### src/rtl/seq_mul_unit_pkg.sv
// Shared ALU control codes and the sequential multiplier state encoding.
package seq_mul_unit_pkg;

   localparam logic [3:0] ALU_AND = 4'b0000;
   localparam logic [3:0] ALU_OR  = 4'b0001;
   localparam logic [3:0] ALU_ADD = 4'b0010;
   localparam logic [3:0] ALU_XOR = 4'b0011;
   localparam logic [3:0] ALU_MUL = 4'b0100;
   localparam logic [3:0] ALU_SLL = 4'b0101;
   localparam logic [3:0] ALU_SUB = 4'b0110;
   localparam logic [3:0] ALU_SLT = 4'b0111;
   localparam logic [3:0] ALU_SRL = 4'b1000;
   localparam logic [3:0] ALU_SRA = 4'b1001;

   typedef enum logic [1:0] {
      ST_IDLE = 2'd0,
      ST_RUN  = 2'd1,
      ST_DONE = 2'd2
   } mul_state_t;

endpackage

### src/rtl/seq_mul_unit.sv
// Radix-2 shift-add signed multiplier: iterates on operand magnitudes and
// applies the sign once on the final cycle, stalling the pipe via busy_o.
module seq_mul_unit
   import seq_mul_unit_pkg::*;
#(
   parameter int WIDTH = 32,
   parameter int CNT_W = 6
) (
   input  logic             clk_i,
   input  logic             rst_i,
   input  logic             start_i,
   input  logic [3:0]       ALUCtrl_i,
   input  logic [WIDTH-1:0] src1_i,
   input  logic [WIDTH-1:0] src2_i,
   output logic             busy_o,
   output logic             done_o,
   output logic [WIDTH-1:0] result_o,
   output logic [WIDTH-1:0] prod_hi_o
);

   mul_state_t         state, state_nxt;
   logic [WIDTH-1:0]   mcand, mplier;
   logic               neg;
   logic [2*WIDTH-1:0] acc, acc_nxt, prod_fin;
   logic [WIDTH:0]     psum;
   logic [CNT_W-1:0]   cnt;
   logic               accept, last;

   always_ff @(posedge clk_i or negedge rst_i) begin
      if (!rst_i) state <= ST_IDLE;
      else        state <= state_nxt;
   end

   // busy/done decode straight off the state register, so no input reaches them
   always_comb begin
      state_nxt = state;
      accept    = 1'b0;
      last      = 1'b0;
      busy_o    = 1'b1;
      done_o    = 1'b0;
      case (state)
         ST_IDLE: begin
            busy_o = 1'b0;
            if (start_i && ALUCtrl_i == ALU_MUL) begin
               accept    = 1'b1;
               state_nxt = ST_RUN;
            end
         end
         ST_RUN: begin
            if (cnt == CNT_W'(WIDTH - 1)) begin
               last      = 1'b1;
               state_nxt = ST_DONE;
            end
         end
         ST_DONE: begin
            done_o    = 1'b1;
            state_nxt = ST_IDLE;
         end
         default: state_nxt = ST_IDLE;
      endcase
   end

   // Carry out of the upper-half add lands in the top bit after the shift.
   always_comb begin
      psum     = mplier[0] ? ({1'b0, acc[2*WIDTH-1:WIDTH]} + {1'b0, mcand})
                           : {1'b0, acc[2*WIDTH-1:WIDTH]};
      acc_nxt  = (2*WIDTH)'({psum, acc[WIDTH-1:0]} >> 1);
      prod_fin = neg ? -acc_nxt : acc_nxt;
   end

   always_ff @(posedge clk_i or negedge rst_i) begin
      if (!rst_i) begin
         mcand     <= '0;
         mplier    <= '0;
         neg       <= 1'b0;
         acc       <= '0;
         cnt       <= '0;
         result_o  <= '0;
         prod_hi_o <= '0;
      end else if (accept) begin
         // -(most negative) wraps to itself, which is the correct unsigned magnitude
         mcand  <= src1_i[WIDTH-1] ? -src1_i : src1_i;
         mplier <= src2_i[WIDTH-1] ? -src2_i : src2_i;
         neg    <= src1_i[WIDTH-1] ^ src2_i[WIDTH-1];
         acc    <= '0;
         cnt    <= '0;
      end else if (state == ST_RUN) begin
         acc    <= acc_nxt;
         mplier <= mplier >> 1;
         cnt    <= cnt + CNT_W'(1);
         if (last) begin
            result_o  <= prod_fin[WIDTH-1:0];
            prod_hi_o <= prod_fin[2*WIDTH-1:WIDTH];
         end
      end
   end

endmodule

### config.mk
export PLATFORM = sky130hd
export DESIGN_NAME = seq_mul_unit
export DESIGN_NICKNAME = d
export VERILOG_FILES = /design/src/rtl/seq_mul_unit_pkg.sv /design/src/rtl/seq_mul_unit.sv
export SDC_FILE = /design/constraint.sdc
export NUM_CORES = 1
export LEC_CHECK = 0
export ABC_CLOCK_PERIOD_IN_PS = 10640
export CAP_MARGIN = 5
export CORE_MARGIN = 3
export CORE_UTILIZATION = 64
export CTS_BUF_LIST = sky130_fd_sc_hd__clkbuf_4 sky130_fd_sc_hd__clkbuf_8
export CTS_CLUSTER_SIZE = 28
export DETAILED_ROUTE_END_ITERATION = 12
export GPL_TIMING_DRIVEN = 0
export PLACE_DENSITY = 0.86
export SLEW_MARGIN = 30
export SYNTH_ARGS = -nofsm -noshare
export SYNTH_HDL_FRONTEND = slang
export SYNTH_SLANG_ARGS = --single-unit
### constraint.sdc
create_clock -name clk_i -period 10.64 [get_ports clk_i]
set_input_delay 2.128 -clock clk_i [delete_from_list [all_inputs] [get_ports clk_i]]
set_output_delay 2.128 -clock clk_i [all_outputs]
set_load 0.01 [all_outputs]
# --- After elaboration in Yosys (flattened, before gate mapping) ---
# Cells that the tools add are included.
op_classes:
  add_sub_neg: 5
  eq_ne: 6
  n_bitwise: 2
  mux: 19
  n_reduce_logical: 5
ops:
  columns: ["operator", "count"]
  rows:
  - ["two-way mux 64 bit", 3]
  - ["two-way mux 32 bit", 4]
  - ["negator 32 bit", 2]
  - ["negator 64 bit", 1]
  - ["adder 32 x 32 -> 33 bit", 1]
  - ["two-way mux 33 bit", 1]
  - ["two-way mux 6 bit", 2]
  - ["adder 6 x 1 -> 6 bit (second input constant)", 1]
  - ["== test 6 x 5 -> 1 bit (second input constant)", 1]
  - ["two-way mux 1 bit", 6]
  - ["== test 4 x 3 -> 1 bit (second input constant)", 1]
  - ["two-way mux 2 bit", 2]
  - ["inequality test 2 bit (second input constant)", 2]
  - ["case mux 2 bit (2 select lines)", 1]
  - ["AND reduction 3 bit", 1]
  - ["== test 2 x 1 -> 1 bit (second input constant)", 1]
  - ["== test 2 bit (second input constant)", 1]
  - ["logical NOT 2 bit", 1]
  - ["AND reduction 2 bit", 1]
  - ["nonzero test 2 bit", 1]
  - ["logical AND 1 bit", 1]
  - ["NOT 1 bit", 1]
  - ["bitwise XOR 1 bit", 1]
totals:
  ff_bits: 201
  in_bits: 71
  elab_cells: 45
  out_inout_bits: 66

# --- Logic depth before layout (Yosys ltp) ---
depth:
  word_depth: 6
  depth_mapped: 14
  mapped_depth_nobuf: 13

# --- Worst setup path after synthesis ---
# Ideal clock, no wire load.
synth_timing:
  kind: "input-to-reg"
  startpoint: "in src1_i[6]"
  endpoint: "reg mcand[30]"
  path_stages: 9
  required_time_ns: 10.509
  n_path_buf: 0
  slack_ns: 5.356
  arrival_ns: 5.153
  setup_time_ns: 0.131
  cell_sequence: "or4_4 > or3_4 > or3_4 > or3_4 > or4_4 > or4_4 > o41ai_4 > xor2_1 > o21ai_1"
synth_between:
  elab_chain_len: 2
synth_rtl:
  columns: ["item", "line", "source"]
  rows:
  - ["start, declared", "seq_mul_unit.sv:13", "input logic [WIDTH-1:0] src1_i,"]
  - ["negator 32 bit", "seq_mul_unit.sv:82", "mcand <= src1_i[WIDTH-1] ? -src1_i : src1_i;"]
  - ["two-way mux 32 bit", "seq_mul_unit.sv:82", null]
  - ["end signal, assigned", "seq_mul_unit.sv:82", null]
  - ["end, declared", "seq_mul_unit.sv:22", "logic [WIDTH-1:0] mcand, mplier;"]
# No other way between the ends.
# A chain may end at the register's enable or synchronous reset.

# --- Worst setup path after layout ---
layout_timing:
  startpoint: "in src1_i[4]"
  endpoint: "reg mcand[29]"
# The elaborated chain is that of the path after synthesis.

==> results_dict.tcl <==
set metrics [dict create \
    drtAntennaViolNets 0 \
    netlist_area_mm2 0.01265 \
    synth_fa_ha_area_share_pct 3.720 \
    syn_inst 1526 \
    holdWs_ns 0.4892 \
    muxShareOfSynthArea_pct 1.820 \
    cts_buffers 17 \
    ys_warn_count 0 \
    synth.distinct_cells 66 \
    synth-edff-count 0 \
    cts_buffer_depth 2 \
    worstSetupEndpointType "flop" \
    rsz0062_at_grt "no" \
    grt.total_usage_pct 34.05 \
    clock-sinks 200 \
    cts_tree "yes" \
    antenna_found_initial 1 \
    wl_per_cell_um 18.76 \
    slew_headroom_pct 30.70 \
    fp-row-count 50 \
    synth_flop_cell "dfrtp_1" \
    holdBufCountCts 0 \
    syn2layout_area_growth_pct 17.27 \
    grt_pass1_wl_mm 59.77 \
    synth_seq_cells 200 \
    crit_family "simple AND/OR/NAND/NOR gates" \
    synth-xor-area-share_pct 9.141 \
    post_cts_resized 0 \
    wl_mm 36.70 \
    max-vdd-ir-drop_v 0.0001118 \
    worst_path_max_delay_cell "or4_4" \
    worst_pin_slew_ns 1.023 \
    clock_latency_ns 0.51 \
    hold_viol 0 \
    synthSimpleGateAreaFrac_pct 21.56 \
    core_mm2 0.01908 \
    via_per_inst 6.347 \
    drive_gt1_share_pct 3.125 \
    dr.pass1.iters 6 \
    cts_setup_buffers 0 \
    async_flop_share_pct 100.0 \
    drt_iter0_drc 1245 \
    numPortBuffers 136 \
    cp_max_fo 4 \
    slew_viol_final 0 \
    powerDensity_mw_per_mm2 224.1 \
    required_ns 11.01 \
    timing.critical_path.buf_inv 1 \
    htreeDepth 4 \
    status "finished, final reports clean" \
    routed-via-count 12420 \
    p_leak_uw 0.006576 \
    report.final.setup_viol 0 \
    die_h_um 146.6 \
    post-route-drc-count 0 \
    layout.nets 1791 \
    stdcell_count 1956 \
    critPathLaunchType "input pin" \
    finalClockSkew_ns 0.01826 \
    clk_pin_slew_worst_paths_ns 0.12 \
    place_ws_ns 4.624 \
    critical_path_class "in2reg" \
    fmax_mhz 181.2 \
    ios 137 \
    initial_core_util_pct 66.28 \
    first_global_vias 11810 \
    synth_area_per_cell_um2 8.288 \
    die_w_um 146.6 \
    hold_path.class "reg2reg" \
    period_minus_slack_ns 5.520 \
    synth_top_family_by_area "simple AND/OR/NAND/NOR gates" \
    synth_seq_area_share_pct 39.57 \
    synth_compound_gate_area_share_pct 20.66 \
    dieArea_mm2 0.02148 \
    place_congestion 0.9412 \
    cap_viol_max_count 0 \
    placedCellCount 1924 \
    cts_root_buffer "clkbuf_8" \
    grt_max_degree 77 \
    cp.arrival_ns 5.89 \
    fin_crit_sh_pct 51.88 \
    tns_ns 0 \
    syn-num-nets 1634 \
    fill_cells 1396 \
    max_stage_delay_ns 0.55 \
    n_antenna_cell 0 \
    dp_hpwl_mm 27.76 \
    grt_overflow 0 \
    fin_ws_ns 5.120 \
    path_cells "clkdlybuf4s50_1, or4_4, or3_4, or3_1, or3_1, or4_1, or4_1, o31ai_1, xor2_1, o21ai_0" \
]
-- metal layers --
layer,GRT usage [%],vias to the layer above,routed length [µm],part of all wire [%]
met5,0,-,13,0.035
met2,53.95,664,16730,46
li1,-,5752,-,-
met3,6.828,73,3910,11
met1,48.20,5924,15340,42
met4,9.313,2,706,1.9
-- layout make-up --
class / instances / area [µm²] / share of cell area [%]
inverter: 19 / 71.32 / 0.4809
multi-input combinational: 1208 / 7196 / 48.52
tap: 260 / 325.3 / 2.193
sequential: 200 / 5005 / 33.74
buffer: 99 / 375.4 / 2.531
clock inverter: 15 / 203.9 / 1.375
timing repair buffer: 138 / 1421 / 9.583
clock buffer: 17 / 234.0 / 1.578
-- cell usage after synthesis, types with 23 or more instances --
master    number  area [µm²]
nand2_1      311        1167
ha_1          36       450.4
xnor2_1       62       543.0
nor2_1        72       270.3
a31oi_1       37       231.5
o21ai_0      193       965.9
clkbuf_1      83       311.6
o31ai_1       38       285.3
nand3_1       82       410.4
mux2i_1       23       230.2
xor2_1        70       613.1
a21oi_1       47       235.2
dfrtp_1      200        5005
-- power by group --
part	leakage [µW]	total, µW	internal, µW	switching, µW
logic	0.00389	1570	634	937
registers	0.00247	1220	992	225
clock network	0.000216	535	191	344
-- worst paths after layout --
path | startpoint | end | slack (ns) | cells after the start
worst min-delay path | prod_hi_o[14] | prod_hi_o[14] | 0.49 | 2
min in group asynchronous | rst_i | prod_hi_o[20] | 1.53 | 1
max in group asynchronous | rst_i | mplier[8] | 8.02 | 3
worst max-delay path | src1_i[4] | mcand[29] | 5.12 | 10
worst min register to register | prod_hi_o[14] | prod_hi_o[14] | 0.49 | 2
worst max register to register | mcand[0] | prod_hi_o[31] | 5.74 | 13
-- registers in the layout (all words and copies together) (netlist names) --
signal	cells
mplier	32
cnt	6
state	2
result_o	32
acc	63
neg	1
mcand	32
prod_hi_o	32
-- stage by stage --
step	instance area [µm²]	total power [µW]	util [%]
2_1_floorplan	12650	2179	-
3_3_place_gp	14330	2681	75.12
3_5_place_dp	14390	2747	75.44
4_1_cts	14830	3277	77.73
5_1_grt	14830	3535	77.73
6_report	14830	3324	77.73
-- kinds of logic after synthesis --
family / after synthesis
and+or+nand+nor: 595
AOI/OAI and AO/OA: 421
muxes: 23
buffers and inverters: 118
DFF: 200
xor gates and xnor gates: 132
adders and majority gates: 37
-- cells in the final DEF, fill, tap and decap left out, types with 8 or more instances in the layout --
cell type,instances
o31ai_1,38
nand2_1,311
or4_1,13
nor3_1,19
inv_1,18
clkbuf_8,17
dfrtp_1,200
xnor2_1,62
a31oi_1,37
o41ai_1,13
nor2b_1,8
xor2_1,70
clkdlybuf4s50_1,135
a21o_1,17
buf_1,13
nand3_1,82
nor2_1,72
or3_1,20
clkbuf_1,83
a211oi_1,13
ha_1,36
mux2i_1,23
a21oi_1,47
o21ai_0,193
nand2b_1,10
nand4_1,18
-- worst min-delay path: stages (launching register included) --
cell and delay, ns:
dfrtp_1 0.37, nand2_1 0.05, nand2_1 0.05
(Power assumes the default switching activity.)
